[src/rtl/hvac_pkg.sv]
// Shared definitions for the HVAC sequencer: state encoding, default
// thresholds and dwell times, and the dwell-timer width helper.
package hvac_pkg;

    typedef enum logic [1:0] {
        ST_IDLE = 2'd0,
        ST_HEAT = 2'd1,
        ST_COOL = 2'd2,
        ST_REST = 2'd3
    } hvac_state_t;

    localparam int HEAT_ON_DEF     = 18;
    localparam int HEAT_OFF_DEF    = 20;
    localparam int COOL_ON_DEF     = 22;
    localparam int COOL_OFF_DEF    = 20;
    localparam int MIN_ON_CYC_DEF  = 4;
    localparam int MIN_OFF_CYC_DEF = 2;

    // Width that holds max(on, off); never narrower than one bit.
    function automatic int timer_width(input int on_cyc, input int off_cyc);
        int longest;
        longest = (on_cyc > off_cyc) ? on_cyc : off_cyc;
        if (longest < 1) begin
            longest = 1;
        end
        return $clog2(longest + 1);
    endfunction

endpackage

[src/rtl/hvac_dwell_timer.sv]
// Down-counting dwell timer: loads a value on state entry, counts down to
// zero and saturates there. The zero flag gates every state exit.
module hvac_dwell_timer #(
    parameter int WIDTH = 3
) (
    input  logic             clk,
    input  logic             rst,
    input  logic             load,
    input  logic [WIDTH-1:0] load_value,
    input  logic             decrement,
    output logic             zero
);

    logic [WIDTH-1:0] count;

    // Load has priority over counting; the count never wraps below zero.
    // NOTE: sequential state uses non-blocking assignments so every register
    // samples its inputs from before the edge, regardless of block order.
    always_ff @(posedge clk) begin
        if (rst) begin
            count <= '0;
        end else if (load) begin
            count <= load_value;
        end else if (decrement && (count != '0)) begin
            count <= count - 1'b1;
        end
    end

    assign zero = (count == '0);

endmodule

[src/rtl/hvac_sequencer.sv]
// Heater/cooler sequencer with hysteresis thresholds, minimum run time and
// minimum rest time. Outputs are registered alongside the state so they
// are a pure decode of the state register.
module hvac_sequencer
    import hvac_pkg::*;
#(
    parameter int HEAT_ON     = HEAT_ON_DEF,
    parameter int HEAT_OFF    = HEAT_OFF_DEF,
    parameter int COOL_ON     = COOL_ON_DEF,
    parameter int COOL_OFF    = COOL_OFF_DEF,
    parameter int MIN_ON_CYC  = MIN_ON_CYC_DEF,
    parameter int MIN_OFF_CYC = MIN_OFF_CYC_DEF
) (
    input  logic       clk,
    input  logic       rst,
    input  logic       enable,
    input  logic [4:0] temperature,
    output logic       heating,
    output logic       cooling,
    output logic [1:0] state,
    output logic       lockout
);

    localparam int TW = timer_width(MIN_ON_CYC, MIN_OFF_CYC);

    localparam logic [4:0] HEAT_ON_T  = 5'(HEAT_ON);
    localparam logic [4:0] HEAT_OFF_T = 5'(HEAT_OFF);
    localparam logic [4:0] COOL_ON_T  = 5'(COOL_ON);
    localparam logic [4:0] COOL_OFF_T = 5'(COOL_OFF);

    // A dwell of N cycles loads N-1; a zero dwell still holds one cycle.
    localparam logic [TW-1:0] ON_LOAD  = (MIN_ON_CYC  > 0) ? TW'(MIN_ON_CYC  - 1) : '0;
    localparam logic [TW-1:0] OFF_LOAD = (MIN_OFF_CYC > 0) ? TW'(MIN_OFF_CYC - 1) : '0;

    hvac_state_t   state_q;
    hvac_state_t   next_state;
    logic          timer_load;
    logic [TW-1:0] timer_value;
    logic          timer_zero;

    hvac_dwell_timer #(
        .WIDTH(TW)
    ) u_dwell_timer (
        .clk       (clk),
        .rst       (rst),
        .load      (timer_load),
        .load_value(timer_value),
        .decrement (1'b1),
        .zero      (timer_zero)
    );

    // Next-state and timer-load decision; heat wins over cool from IDLE.
    // NOTE: every signal assigned here gets a default first so no path
    // leaves it unassigned, which would otherwise infer a latch.
    always_comb begin
        next_state  = state_q;
        timer_load  = 1'b0;
        timer_value = '0;
        case (state_q)
            ST_IDLE: begin
                if (enable && (temperature < HEAT_ON_T)) begin
                    next_state  = ST_HEAT;
                    timer_load  = 1'b1;
                    timer_value = ON_LOAD;
                end else if (enable && (temperature > COOL_ON_T)) begin
                    next_state  = ST_COOL;
                    timer_load  = 1'b1;
                    timer_value = ON_LOAD;
                end
            end
            ST_HEAT: begin
                if (timer_zero && ((temperature >= HEAT_OFF_T) || !enable)) begin
                    next_state  = ST_REST;
                    timer_load  = 1'b1;
                    timer_value = OFF_LOAD;
                end
            end
            ST_COOL: begin
                if (timer_zero && ((temperature <= COOL_OFF_T) || !enable)) begin
                    next_state  = ST_REST;
                    timer_load  = 1'b1;
                    timer_value = OFF_LOAD;
                end
            end
            ST_REST: begin
                if (timer_zero) begin
                    next_state = ST_IDLE;
                    timer_load = 1'b1;
                end
            end
            default: begin
                next_state = ST_IDLE;
            end
        endcase
    end

    // State register with outputs registered from the next state.
    always_ff @(posedge clk) begin
        if (rst) begin
            state_q <= ST_IDLE;
            heating <= 1'b0;
            cooling <= 1'b0;
            lockout <= 1'b0;
        end else begin
            state_q <= next_state;
            heating <= (next_state == ST_HEAT);
            cooling <= (next_state == ST_COOL);
            lockout <= (next_state == ST_REST);
        end
    end

    assign state = state_q;

endmodule

[config.mk]
export PLATFORM = sky130hd
export DESIGN_NAME = hvac_sequencer
export DESIGN_NICKNAME = d
export VERILOG_FILES = /design/src/rtl/hvac_pkg.sv /design/src/rtl/hvac_dwell_timer.sv /design/src/rtl/hvac_sequencer.sv
export SDC_FILE = /design/constraint.sdc
export NUM_CORES = 1
export LEC_CHECK = 0
export ABC_CLOCK_PERIOD_IN_PS = 4600
export BUFFER_PORTS_ARGS = -buffer_cell sky130_fd_sc_hd__buf_4
export CORE_UTILIZATION = 35
export CTS_CLUSTER_SIZE = 8
export DETAILED_ROUTE_END_ITERATION = 8
export GPL_TIMING_DRIVEN = 1
export PLACE_DENSITY_LB_ADDON = 0.12
export SLEW_MARGIN = 20
export SYNTH_ARGS = -nofsm -noshare
export SYNTH_HDL_FRONTEND = slang
export SYNTH_SLANG_ARGS = --single-unit
[constraint.sdc]
create_clock -name clk -period 4.6 [get_ports clk]
set_clock_uncertainty 0.15 [all_clocks]
set_input_delay 1.15 -clock clk [delete_from_list [all_inputs] [get_ports clk]]
set_output_delay 1.15 -clock clk [all_outputs]
set_load 0.01 [all_outputs]
==> flow_summary_export.csv, run 1 <==
group,metric,value,unit
timing,setup_tns,0,ps
pwr,total_power,353,uW
pwr,ir_drop,0.000235,V
timing,rsz0062_at_grt,"no",
timing,layout_setup_ws,2390,ps
global_routing,grt_pass1_wl,1660,um
synth,synth.yosys.warnings,0,
timing,fmax,452,MHz
critical_path,crit_path_max_fanout,8,
placement,dp_slack,2210,ps
global_routing,grt_pass1_vias,388,
synth,ys_async_sr_fraction,0,%
hold_path,hold_class,"flip-flop to flip-flop",
cts,post_cts_resized,0,
synth,syn-num-nets,65,
route,drt_iter0_drc,12,
route,vias,441,
pwr,leakage,0.000250,uW
timing,period_share,48.1,%
outcome,status,"finished, final reports clean",
cts,cts_root_buf,"clkbuf_4",
cts,cts_tree,"built",
synth,netlist_instances,55,
route,wire_per_inst,11.5,um
placement,place_congestion,0.703,
critical_path,critPathTopFamily,"flip-flops",
timing,whs,439,ps
global_routing,antenna_found_initial,0,
run,drv_cap,0,
die,die_h,39.3,um
critical_path,crit_arrival,910,ps
synth,syn_avg_cell_area,8.87,um^2
synth,synth-seq-area-share,32.8,%
cells_and_area,num-fill-cells,127,
cts,cts_max_level,1,
route,drc,0,
placement,numPortBuffers,12,
route,via_per_inst,5.25,
synth,synthFlopType,"dfxtp_1",
cts,cts_buffers,3,
critical_path,critPathCaptureType,"primary output",
timing,finalSetupViolCount,0,
cts,cts_setup_buffers,0,
critical_path,cp-start-kind,"flip-flop",
cells_and_area,area_delta_synth_final,26.2,%
pwr,p_per_area,574,nW/um^2
cells_and_area,final_cell_mix,"buf_4, dfxtp_1, nor2_1",
cts,hold_buffers,0,
critical_path,critPathSlowestCell,"dfxtp_1",
cells_and_area,n_antenna_cell,0,
placement,hpwl,745,um
die,ios,13,
synth,synth_edf_count,0,
die,initial_core_util,37.5,%
timing,tightest_slew,341,ps
die,dieArea,1550,um^2
timing,maxSlewViolCount,0,
timing,fin_crit,2210,ps
cells_and_area,finalNetCount,81,
timing,slew_headroom,77.3,%
critical_path,crit_chain,"buf_4",
route,drt_wl_total,969,um
die,core_region_area,1300,um^2
cts,insertion_delay,250,ps
critical_path,critical_path_class,"flip-flop to primary output",
global_routing,grt_usage,16.1,%
critical_path,critPathMaxStageDelay,480,ps
cts,cts.path.max_buffers,2,
synth,synth.cell_area,488,um^2
global_routing,grt_max_degree,9,
cells_and_area,drive_above_1_share,31.9,%
critical_path,worst-path-buf-inv,1,
global_routing,grt-ovfl-total,0,
synth,ys_seq_elements,8,
route,firstDrtPassIters,4,
cells_and_area,final_common_cell,"buf_4",
cts,clkTransAtPathRegs,50,ps
cts,cts.sinks,8,
critical_path,worstPathRequired,3300,ps
route,antenna_left,0,
synth,synth_cell_types,30,
timing,finalHoldViolations,0,
die,die_x,39.3,um
cells_and_area,final_core_util,47.3,%
die,std_cell_rows,13,
per-stage QoR:
step                std cells  instance area [um^2]
finish                     84                   616
global placement           81                   593
CTS                        84                   616
floorplan                  55                   488
detailed placement         81                   593
global route               84                   616
per-layer routing:
| layer | up-vias | routed length (um) | global-route usage [%] |
|---|---|---|---|
| met4 | 0 | 6 | 5.17 |
| li1 | 237 | - | - |
| met5 | - | 0 | 0 |
| met2 | 6 | 456 | 22.9 |
| met1 | 196 | 470 | 21.6 |
| met3 | 2 | 35 | 6.82 |
synth_stat cells (2+ instances only):
master / number / area (um^2)
nor2_1: 4 / 15.0
nand2_1: 2 / 7.51
nand2b_1: 2 / 12.5
ha_1: 2 / 25.0
nor3b_1: 2 / 15.0
a31oi_1: 3 / 18.8
o21ai_0: 3 / 15.0
nor3_1: 3 / 15.0
nand3b_1: 2 / 15.0
o211ai_1: 2 / 15.0
mux2i_1: 2 / 20.0
inv_1: 3 / 11.3
dfxtp_1: 8 / 160
final cells by class:
| cell class | instances | area, um^2 | share of cell area [%] |
|---|---|---|---|
| Multi-Input combinational cell | 42 | 309 | 50.2 |
| Inverter | 4 | 15.0 | 2.44 |
| Clock buffer | 3 | 22.5 | 3.66 |
| Sequential cell | 8 | 160 | 26.0 |
| Timing Repair Buffer | 12 | 90.1 | 14.6 |
| Tap cell | 15 | 18.8 | 3.05 |
sequential cells by signal, summed over array words and instances (netlist names):
signal,flops
state,2
heating,1
u_dwell_timer.count,3
lockout,1
cooling,1
report_power, final:
part	switching, uW	total [uW]	internal [uW]	leakage, uW
combinational	94.6	188	93.3	0.000171
sequential	20.9	114	93.0	0.0000660
clock	21.8	51.5	29.7	0.0000138
total	137	353	216	0.000250
kinds of logic (layout without fill, tap and decap cells):
kind of cell / after synthesis / count (layout) / share of synthesized area (%)
buffers and inverters: 5 / 19 / 3.84
XOR/XNOR: 1 / 1 / 1.80
AO/OA/AOI/OAI: 18 / 18 / 27.9
multiplexers: 2 / 2 / 4.10
AND/OR/NAND/NOR: 19 / 19 / 24.4
adder cells (fa/ha/maj): 2 / 2 / 5.13
flip-flops: 8 / 8 / 32.8
worst paths after layout:
path	startpoint	to	slack, ps	depth (start not counted)
max reg2reg	u_dwell_timer.count[0]	u_dwell_timer.count[0]	2820	6
min	u_dwell_timer.count[0]	u_dwell_timer.count[0]	440	2
min reg2reg	u_dwell_timer.count[0]	u_dwell_timer.count[0]	440	2
max	state[1]	state[1]	2390	1
Note: power is estimated with default switching activity, not from simulation.
==> run 2, diff against run 1 <==
ABC_CLOCK_PERIOD_IN_PS = 2200   (was 4600)
clock period = 2.2 ns   (was 4.6 ns; I/O delays follow)
==> run 2 against run 1 <==
Die area unchanged. Via count grew 0.68%. Power rose by 110%. Hold slack lost 54 ps. Sequential cell count unchanged. Count of clock-buffer cells in the layout did not move. Critical path depth is 5 higher. Largest cell class unchanged. Utilization is the same. Critical endpoint is now u_dwell_timer.count[0].
==> flow_summary_export.csv, run 2 (synthesis results as in run 1) <==
group,metric,value,unit
cells_and_area,finalNetCount,81,
critical_path,critPathCaptureType,"flip-flop",
pwr,p_per_area,1200,nW/um^2
global_routing,grt_pass1_wl,1560,um
timing,rsz0062_at_grt,"no",
global_routing,grt_util_met2,24.6,%
placement,dp_slack,406,ps
cts,cts_root_buf,"clkbuf_4",
timing,tightest_slew,333,ps
placement,place_congestion,0.702,
critical_path,reg2reg_depth,6,
cells_and_area,largest_register_ffs,3,
global_routing,grt_pass1_vias,376,
cells_and_area,num-fill-cells,144,
route,wire_per_inst,11.6,um
route,firstDrtPassIters,5,
die,core_region_area,1300,um^2
cells_and_area,n_antenna_cell,0,
route,drc,0,
cts,insertion_delay,250,ps
pwr,leakage,0.000250,uW
cells_and_area,final_cell_mix,"buf_4, dfxtp_1, nor2_1",
timing,finalSetupViolCount,0,
cells_and_area,final_common_cell,"buf_4",
global_routing,grt_max_degree,9,
critical_path,cp-start-kind,"flip-flop",
route,via_per_inst,5.29,
cts,hold_buffers,0,
cts,cts_max_level,1,
outcome,status,"finished, final reports clean",
global_routing,antenna_found_initial,0,
timing,setup_tns,0,ps
timing,maxSlewViolCount,0,
hold_path,hold_depth,2,
pwr,total_power,737,uW
route,drt_wl_total,973,um
critical_path,crit_arrival,1770,ps
cells_and_area,top_register,"u_dwell_timer.count",
cts,cts_setup_buffers,0,
cts,cts_buffers,3,
hold_path,hold_class,"input pin to flip-flop",
timing,period_share,80.9,%
timing,fin_crit,1780,ps
placement,hpwl,748,um
die,dieArea,1550,um^2
cts,clkTransAtPathRegs,50,ps
timing,finalHoldViolations,0,
run,drv_cap,0,
global_routing,globalRouteMet1Util,18.0,%
die,die_h,39.3,um
pwr,ir_drop,0.000456,V
die,die_x,39.3,um
global_routing,grt-ovfl-total,0,
critical_path,worstPathRequired,2190,ps
global_routing,busiest_layer,"met2",
cells_and_area,drive_above_1_share,31.9,%
die,initial_core_util,37.5,%
critical_path,critical_path_class,"flip-flop to flip-flop",
global_routing,grt_usage,15.4,%
die,ios,13,
cts,post_cts_resized,0,
timing,slew_headroom,77.8,%
timing,layout_setup_ws,420,ps
route,antenna_left,0,
route,vias,444,
placement,numPortBuffers,12,
cts,cts_tree,"built",
global_routing,grt_util_met3,6.82,%
cts,cts.sinks,8,
cts,cts.path.max_buffers,2,
critical_path,crit_path_max_fanout,5,
timing,fmax,562,MHz
cells_and_area,area_delta_synth_final,26.2,%
die,std_cell_rows,13,
route,drt_iter0_drc,4,
==> run 2: cell counts in the layout (fill, tap and decap cells not counted) <==
No cell type changed its count.
==> run 2: metal layers <==
layer / wire [um] / part of all wire (%) / vias to the layer above
met1: 464 / 48 / 194
met2: 467 / 48 / 8
met5: 0 / 0 / -
li1: - / - / 240
met3: 33 / 3.4 / 2
met4: 6 / 0.62 / 0
==> run 2: worst max-delay path, stage by stage, from the launching register on <==
cell and delay (ps):
dfxtp_1 340, inv_1 70, ha_1 240, nor2b_2 200, a221oi_1 350, a31oi_1 110, o21a_1 200
==> run 2: per-stage QoR <==
stage | hold WS [ps] | cells | utilization, % | instance area [um^2]
finish | 384 | 84 | 47.3 | 616
global route | 366 | 84 | 47.3 | 616
CTS | 374 | 84 | 47.3 | 616
detailed placement | 434 | 81 | 45.6 | 593
global placement | 423 | 81 | 45.6 | 593
floorplan | 396 | 55 | - | 488
==> run 2: worst paths after layout <==
| check | from | endpoint | slack [ps] |
|---|---|---|---|
| max | u_dwell_timer.count[0] | u_dwell_timer.count[0] | 420 |
| min | rst | state[0] | 380 |
| max reg2reg | u_dwell_timer.count[0] | u_dwell_timer.count[0] | 420 |
| min reg2reg | u_dwell_timer.count[0] | u_dwell_timer.count[0] | 440 |
==> run 2: final cells by class <==
type,instances,area (um^2),share of cell area [%]
flip-flops and latches,8,160,26.0
inverters,4,15.0,2.44
multi-input cells,42,309,50.2
repair buffers,12,90.1,14.6
clock buffers,3,22.5,3.66
well taps,15,18.8,3.05
==> run 2: report_power, final <==
part | total, uW | internal [uW] | switching [uW] | leakage (uW)
logic | 391 | 195 | 196 | 0.000171
registers | 237 | 194 | 43.0 | 0.0000660
clock network | 108 | 62.2 | 46.3 | 0.0000138
total | 737 | 452 | 286 | 0.000250
